**config.mk**
```make
export PLATFORM = sky130hd
export DESIGN_NAME = cache_line_fill
export DESIGN_NICKNAME = d
export VERILOG_FILES = /design/src/rtl/cache_line_fill.sv
export SDC_FILE = /design/constraint.sdc
export NUM_CORES = 1
export LEC_CHECK = 0
export ABC_CLOCK_PERIOD_IN_PS = 8300
export CORE_MARGIN = 4
export CORE_UTILIZATION = 45
export CTS_CLUSTER_DIAMETER = 80
export DETAILED_ROUTE_END_ITERATION = 7
export PLACE_DENSITY = 0.79
export RECOVER_POWER = 25
export SKIP_CTS_REPAIR_TIMING = 1
export SYNTH_ARGS = -nofsm -noshare
export SYNTH_HDL_FRONTEND = slang
export SYNTH_SLANG_ARGS = --single-unit
```
**constraint.sdc**
```tcl
create_clock -name clk -period 8.3 [get_ports clk]
set_input_delay 2.075 -clock clk [delete_from_list [all_inputs] [get_ports clk]]
set_output_delay 2.075 -clock clk [all_outputs]
set_load 0.005 [all_outputs]
```
**src/rtl/cache_line_fill.sv**
```systemverilog
// Miss-side line fill engine: one burst read per miss, early critical word.
// Define CACHE_FILL_CRIT_WORD_FIRST_EN for wrap-ordered critical-word-first bursts.
module cache_line_fill #(
    parameter int ADDR_WIDTH = 32,
    parameter int WORD_WIDTH = 32,
    parameter int LINE_WORDS = 8,
    localparam int OFFSET_BITS = $clog2(LINE_WORDS * 4),
    localparam int WIDX_BITS = OFFSET_BITS - 2
) (
    input  logic                             clk,
    input  logic                             rst_n,
    input  logic                             missValid,
    output logic                             missReady,
    input  logic [ADDR_WIDTH-1:0]            missAddr,
    output logic                             memReqValid,
    input  logic                             memReqReady,
    output logic [ADDR_WIDTH-1:0]            memReqAddr,
    input  logic                             memRdValid,
    input  logic [WORD_WIDTH-1:0]            memRdData,
    output logic                             critValid,
    output logic [WORD_WIDTH-1:0]            critData,
    output logic                             fillValid,
    input  logic                             fillReady,
    output logic [LINE_WORDS*WORD_WIDTH-1:0] fillLine,
    output logic [ADDR_WIDTH-1:0]            fillAddr,
    output logic [OFFSET_BITS-1:0]           fillOffset,
    output logic                             busy
);

    typedef enum logic [1:0] {
        IDLE,
        REQ,
        FILL,
        DONE
    } state_t;

    state_t state;

    logic [WIDX_BITS-1:0]  beat;
    logic [WIDX_BITS-1:0]  crit_idx;
    logic [WIDX_BITS-1:0]  start_idx;
    logic [WIDX_BITS-1:0]  widx;
    logic [WIDX_BITS-1:0]  miss_idx;
    logic [WIDX_BITS-1:0]  start_idx_d;
    logic [ADDR_WIDTH-1:0] line_addr;
    logic [ADDR_WIDTH-1:0] req_addr;
    logic                  last_beat;
    logic [WORD_WIDTH-1:0] line_q [LINE_WORDS];

    always_comb begin
        miss_idx  = missAddr[OFFSET_BITS-1:2];
        line_addr = {missAddr[ADDR_WIDTH-1:OFFSET_BITS], {OFFSET_BITS{1'b0}}};
`ifdef CACHE_FILL_CRIT_WORD_FIRST_EN
        req_addr    = {missAddr[ADDR_WIDTH-1:2], 2'b00};
        start_idx_d = miss_idx;
`else
        req_addr    = line_addr;
        start_idx_d = '0;
`endif
    end

    // Word index wraps inside the line for wrap-ordered bursts.
    always_comb begin
        widx      = start_idx + beat;
        last_beat = (beat == WIDX_BITS'(LINE_WORDS - 1));
    end

    for (genvar gi = 0; gi < LINE_WORDS; gi++) begin : g_pack
        assign fillLine[gi*WORD_WIDTH +: WORD_WIDTH] = line_q[gi];
    end

    always_ff @(posedge clk) begin
        if (!rst_n) begin
            state       <= IDLE;
            missReady   <= 1'b0;
            memReqValid <= 1'b0;
            memReqAddr  <= '0;
            critValid   <= 1'b0;
            critData    <= '0;
            fillValid   <= 1'b0;
            fillAddr    <= '0;
            fillOffset  <= '0;
            busy        <= 1'b0;
            beat        <= '0;
            crit_idx    <= '0;
            start_idx   <= '0;
            for (int i = 0; i < LINE_WORDS; i++) begin
                line_q[i] <= '0;
            end
        end else begin
            critValid <= 1'b0;
            unique case (state)
                IDLE: begin
                    if (missValid && missReady) begin
                        missReady   <= 1'b0;
                        memReqValid <= 1'b1;
                        memReqAddr  <= req_addr;
                        fillAddr    <= line_addr;
                        fillOffset  <= missAddr[OFFSET_BITS-1:0];
                        crit_idx    <= miss_idx;
                        start_idx   <= start_idx_d;
                        busy        <= 1'b1;
                        state       <= REQ;
                    end else begin
                        missReady <= 1'b1;
                    end
                end
                REQ: begin
                    if (memReqReady) begin
                        memReqValid <= 1'b0;
                        beat        <= '0;
                        state       <= FILL;
                    end
                end
                FILL: begin
                    if (memRdValid) begin
                        line_q[widx] <= memRdData;
                        beat         <= beat + 1'b1;
                        if (widx == crit_idx) begin
                            critValid <= 1'b1;
                            critData  <= memRdData;
                        end
                        if (last_beat) begin
                            fillValid <= 1'b1;
                            state     <= DONE;
                        end
                    end
                end
                DONE: begin
                    // missReady stays low here, giving one bubble cycle in IDLE.
                    if (fillReady) begin
                        fillValid <= 1'b0;
                        busy      <= 1'b0;
                        state     <= IDLE;
                    end
                end
                default: state <= IDLE;
            endcase
        end
    end

endmodule

```
# Word level (Yosys, flattened, before mapping)
# Memory sizes are Yosys's and may differ from the RTL's.
# Index checks and enable logic that the tools add are counted.
dict set report word_totals {
  out_inout_bits 362
  n_memories 1
  latchBits 0
  regBits 77
  input_bits 70
  word_cells 65
  rom_bits 0
  ram_bits 256
}
# name words word_bits rd rd_clocked_by_memory_dff wr line
set memory_table {}
lappend memory_table {line_q 8 32 8 0 8 48} ;# logic [WORD_WIDTH-1:0] line_q [LINE_WORDS];
dict set report classes {
  eq_ne 10
  div 0
  bitwise_logic 0
  n_lt_le_gt_ge 0
  n_shift 0
  muxes 27
  multipliers 0
  addsub 1
  reduce_logical 15
}
# op n
set op_table {}
lappend op_table {{$mux W32} 1}
lappend op_table {{$reduce_or A32 Y1} 1}
lappend op_table {{$reduce_and A3 Y1} 5}
lappend op_table {{$mux W1} 13}
lappend op_table {{$mux W2} 5}
lappend op_table {{$ne A2 B2 Y1 const B} 5}
lappend op_table {{$mux W3} 3}
lappend op_table {{$pmux W2 S4} 1}
lappend op_table {{$reduce_bool A2 Y1} 4}
lappend op_table {{$pmux W1 S2} 3}
lappend op_table {{$pmux W3 S2} 1}
lappend op_table {{$reduce_and A5 Y1} 1}
lappend op_table {{$eq A2 B2 Y1 const B} 2}
lappend op_table {{$reduce_and A4 Y1} 1}
lappend op_table {{$add A3 B1 Y3 const B} 1}
lappend op_table {{$eq A3 B3 Y1} 1}
lappend op_table {{$eq A3 B3 Y1 const B} 1}
lappend op_table {{$eq A2 B1 Y1 const B} 1}
lappend op_table {{$logic_not A2 Y1} 1}
lappend op_table {{$reduce_and A2 Y1} 1}
lappend op_table {{$logic_and A1 B1 Y1} 1}

# Longest topological paths before layout
dict set report depth {
  ltp_word 6
  depth_mapped 8
  mapped_depth_nobuf 6
}

# Worst setup path after synthesis
# Ideal clock, no wire load.
dict set report synth_path {
  path_kind {in2reg}
  startpoint {input port rst_n}
  endpoint {memory line_q[6][0], enable pin}
  cell_stages 3
  arrival_ns 4.816
  path_slack_ns 3.019
  setup_ns 0.466
  t_required_ns 7.834
  n_path_buf 1
  cell_sequence {buf_2 nand4b_1 o21ai_0}
}
# element line
set synth_lines {}
lappend synth_lines {{from (decl)} 11} ;# input logic rst_n,
lappend synth_lines {{to (decl)} 48}

==> results.toml <==
[sta]
fmax_mhz = 183
worst_slew_pin_slew_ns = 2.70
fin_ws_ns = 2.84
min_period_ns = 5.46
rsz0062_at_grt = "no"
slew_headroom_pct = -79.7
fin_worst_skew_ns = 0.0118
setup_viol = 0
period_share_pct = 65.8
slew_viol_final = 66
setup_tns_ns = 0
hold_viol = 0

[setup_path]
crit_end = "line_q[1][11]"
timing.rr.start = "state[0]"
path_max_fanout = 81
crit_required_ns = 8.42
critical_path.startpoint = "rst_n"
crit_type = "primary input to flip-flop"
worstSetupEndpointType = "flip-flop"
critPathLaunchType = "primary input"
reg2reg_slack_ns = 4.41
crit_arrival_ns = 5.59
rr_worst_depth = 7
rr_endpoint = "critData[13]"

[detailed_routing]
wl_mm = 38.4
drc = 0
firstDrtPassIters = 5
wl_per_cell_um = 22.1
via_count = 8795
drt.antenna.violating_nets = 0
vias_per_cell = 5.07
drtIter0Drc = 643

[pwr]
comb_power_share_pct = 12.2
power_density_nw_per_um2 = 217
total_power_mw = 3.94
pwr-share-seq_pct = 48.8
sw_frac_of_total_pct = 23.4
pwr-share-clk_pct = 38.9
power.net_switching_uw = 921
intPower_mw = 3.01
p_leak_nw = 6.93
ir_worst_vdd_mv = 0.142

[logic_synthesis]
synthMuxAreaShare_pct = 0.397
ys_types = 30
netlist_instances = 946
synth_xor_xnor_area_share_pct = 0.208
synth_edf_count = 256
synth_top_family_by_area = "simple AND/OR/NAND/NOR gates"
synthAdderAreaFrac_pct = 0.793
synthFlopType = "edfxtp_1"
yosys.area_share.simple_pct = 18.4
synth-seq-cells = 330
ys_seq_area_share_pct = 72.7
ys_warn_count = 0
synth-compound-area-share_pct = 3.41
syn_area_per_cell_um2 = 13.3
netlist_area_um2 = 12600
async_flop_share_pct = 0

[cts]
cts_made_buffers = 35
cts.clk_slew.worst_paths_ns = 0.06
root_buffer = "clkbuf_16"
tritoncts = "done"
cts_buffer_depth = 3
clock_latency_ns = 0.50
htreeDepth = 2
cts.sinks = 330

[floorplanning]
die-area_um2 = 30800
core_area_um2 = 27700
initial_core_util_pct = 45.5
ios = 432
die-height_um = 175
die_width_um = 175
core.rowCount = 61

[placement]
dp_cells = 1670
place_hpwl_mm = 26.0
port-buffer-count = 421
gp_congestion = 0.810
dpl-instance-area_um2 = 17000
pre_cts_slack_ns = 2.30

[cells_and_area]
fillers = 2032
finalNetCount = 1407
layout-drive-gt1-share_pct = 5.16
syn_to_final_growth_pct = 43.6
final_cell_area_um2 = 18100
instances_no_fill = 1736

[grt]
grt_pass1_vias = 8908
overflow = 0
grt_usage_pct = 24.1
antenna_found_initial = 1
grt_max_degree = 82
grt_pass1_wl_mm = 56.0

[run_status]
outcome = "finished, violations left"
violations = "capacitance limit, slew limit"

[worst_hold_path]
min_path_type = "flip-flop to flip-flop"

[job]
drv_cap = 1
layout make-up:
| class | count | area (µm²) | area share, % |
|---|---|---|---|
| multi-input cells | 531 | 3080 | 17.0 |
| well taps | 378 | 473 | 2.61 |
| flip-flops and latches | 330 | 9170 | 50.6 |
| clock inverters | 18 | 178 | 0.981 |
| repair buffers | 425 | 4240 | 23.4 |
| clock buffers | 46 | 948 | 5.24 |
| inverters | 6 | 22.5 | 0.124 |
| diodes | 2 | 5.00 | 0.0276 |
worst min path at each step:
stage / from / endpoint / slack [ns] / depth (start not counted)
final: fillOffset[1] / fillOffset[1] / 0.46 / 2
after global placement: critData[5] / critData[5] / 0.44 / 2
after CTS: critData[5] / critData[5] / 0.46 / 2
after floorplan: critData[4] / critData[4] / 0.44 / 2
after detailed placement: critData[26] / critData[26] / 0.45 / 2
after global routing: critData[27] / critData[27] / 0.48 / 2
cells in the mapped netlist (all sizes together), types with 5 or more instances:
| master | instances | area share [%] |
|---|---|---|
| o21ai | 40 | 1.6 |
| edfxtp | 256 | 61 |
| mux2i | 5 | 0.40 |
| nand3 | 33 | 1.3 |
| buf | 49 | 2.7 |
| and2 | 260 | 13 |
| clkbuf | 39 | 1.2 |
| a21oi | 37 | 1.5 |
| ha | 8 | 0.79 |
| dfxtp | 74 | 12 |
| nor2 | 12 | 0.36 |
| nand2b | 5 | 0.25 |
| inv | 6 | 0.18 |
| nand2 | 104 | 3.1 |
logic make-up (layout without fill, tap and decap cells):
logic type	count (synthesis)	count (layout)
compound gates	83	83
xor+xnor	3	3
fa+ha+maj	8	8
buf+inv	94	495
flops	330	330
mux	5	5
other cells	1	12
simple gates	422	422
cells in the final DEF, fill, tap and decap left out, drive strengths merged:
cell type and instances:
and2 260, edfxtp 256, dlygate4sd3 231, clkdlybuf4s50 189
nand2 104, dfxtp 74, clkbuf 47, o21ai 40
a21oi 37, nand3 33, nor2 12, clkinv 12
conb 10, ha 8, inv 7, mux2i 5
nand2b 5, buf 4, xor2 3, bufinv 3
diode 2, nor3 2, nor2b 2, a31oi 2
a22oi 2, clkinvlp 2, nand4b 1, nand4 1
nor4 1, and3 1, a222oi 1, a211oi 1
power groups by stage:
stage	Clock (mW)	Sequential, mW	Combinational (mW)
floorplan	0	1.96	0.184
global placement	0	1.96	0.494
detailed placement	0	1.96	0.501
CTS	1.55	1.93	0.505
global route	1.63	1.93	0.522
finish	1.53	1.92	0.481
stage by stage:
step | hold slack [ns] | util, %
after global routing | 0.477 | 65.4
final | 0.455 | 65.4
after floorplan | 0.445 | -
after CTS | 0.458 | 65.4
after global placement | 0.439 | 61.3
after detailed placement | 0.449 | 61.3
worst max-delay path: stages:
cell      delay [ns]
buf_4           0.70
nand4_1         0.75
nor3_4          1.11
nand2b_2        0.89
state kept, by name (all words and copies together) (netlist names):
register / count
fillOffset: 5
busy: 1
memReqValid: 1
beat: 3
line_q: 256
memReqAddr: 27
fillValid: 1
missReady: 1
state: 2
critData: 32
critValid: 1
metal layers:
layer	share of wire (%)	track usage [%]
met5	0	0
met3	9.4	6.18
met4	3.3	8.58
met2	51	42.2
met1	37	29.0
(Power assumes the default switching activity.)
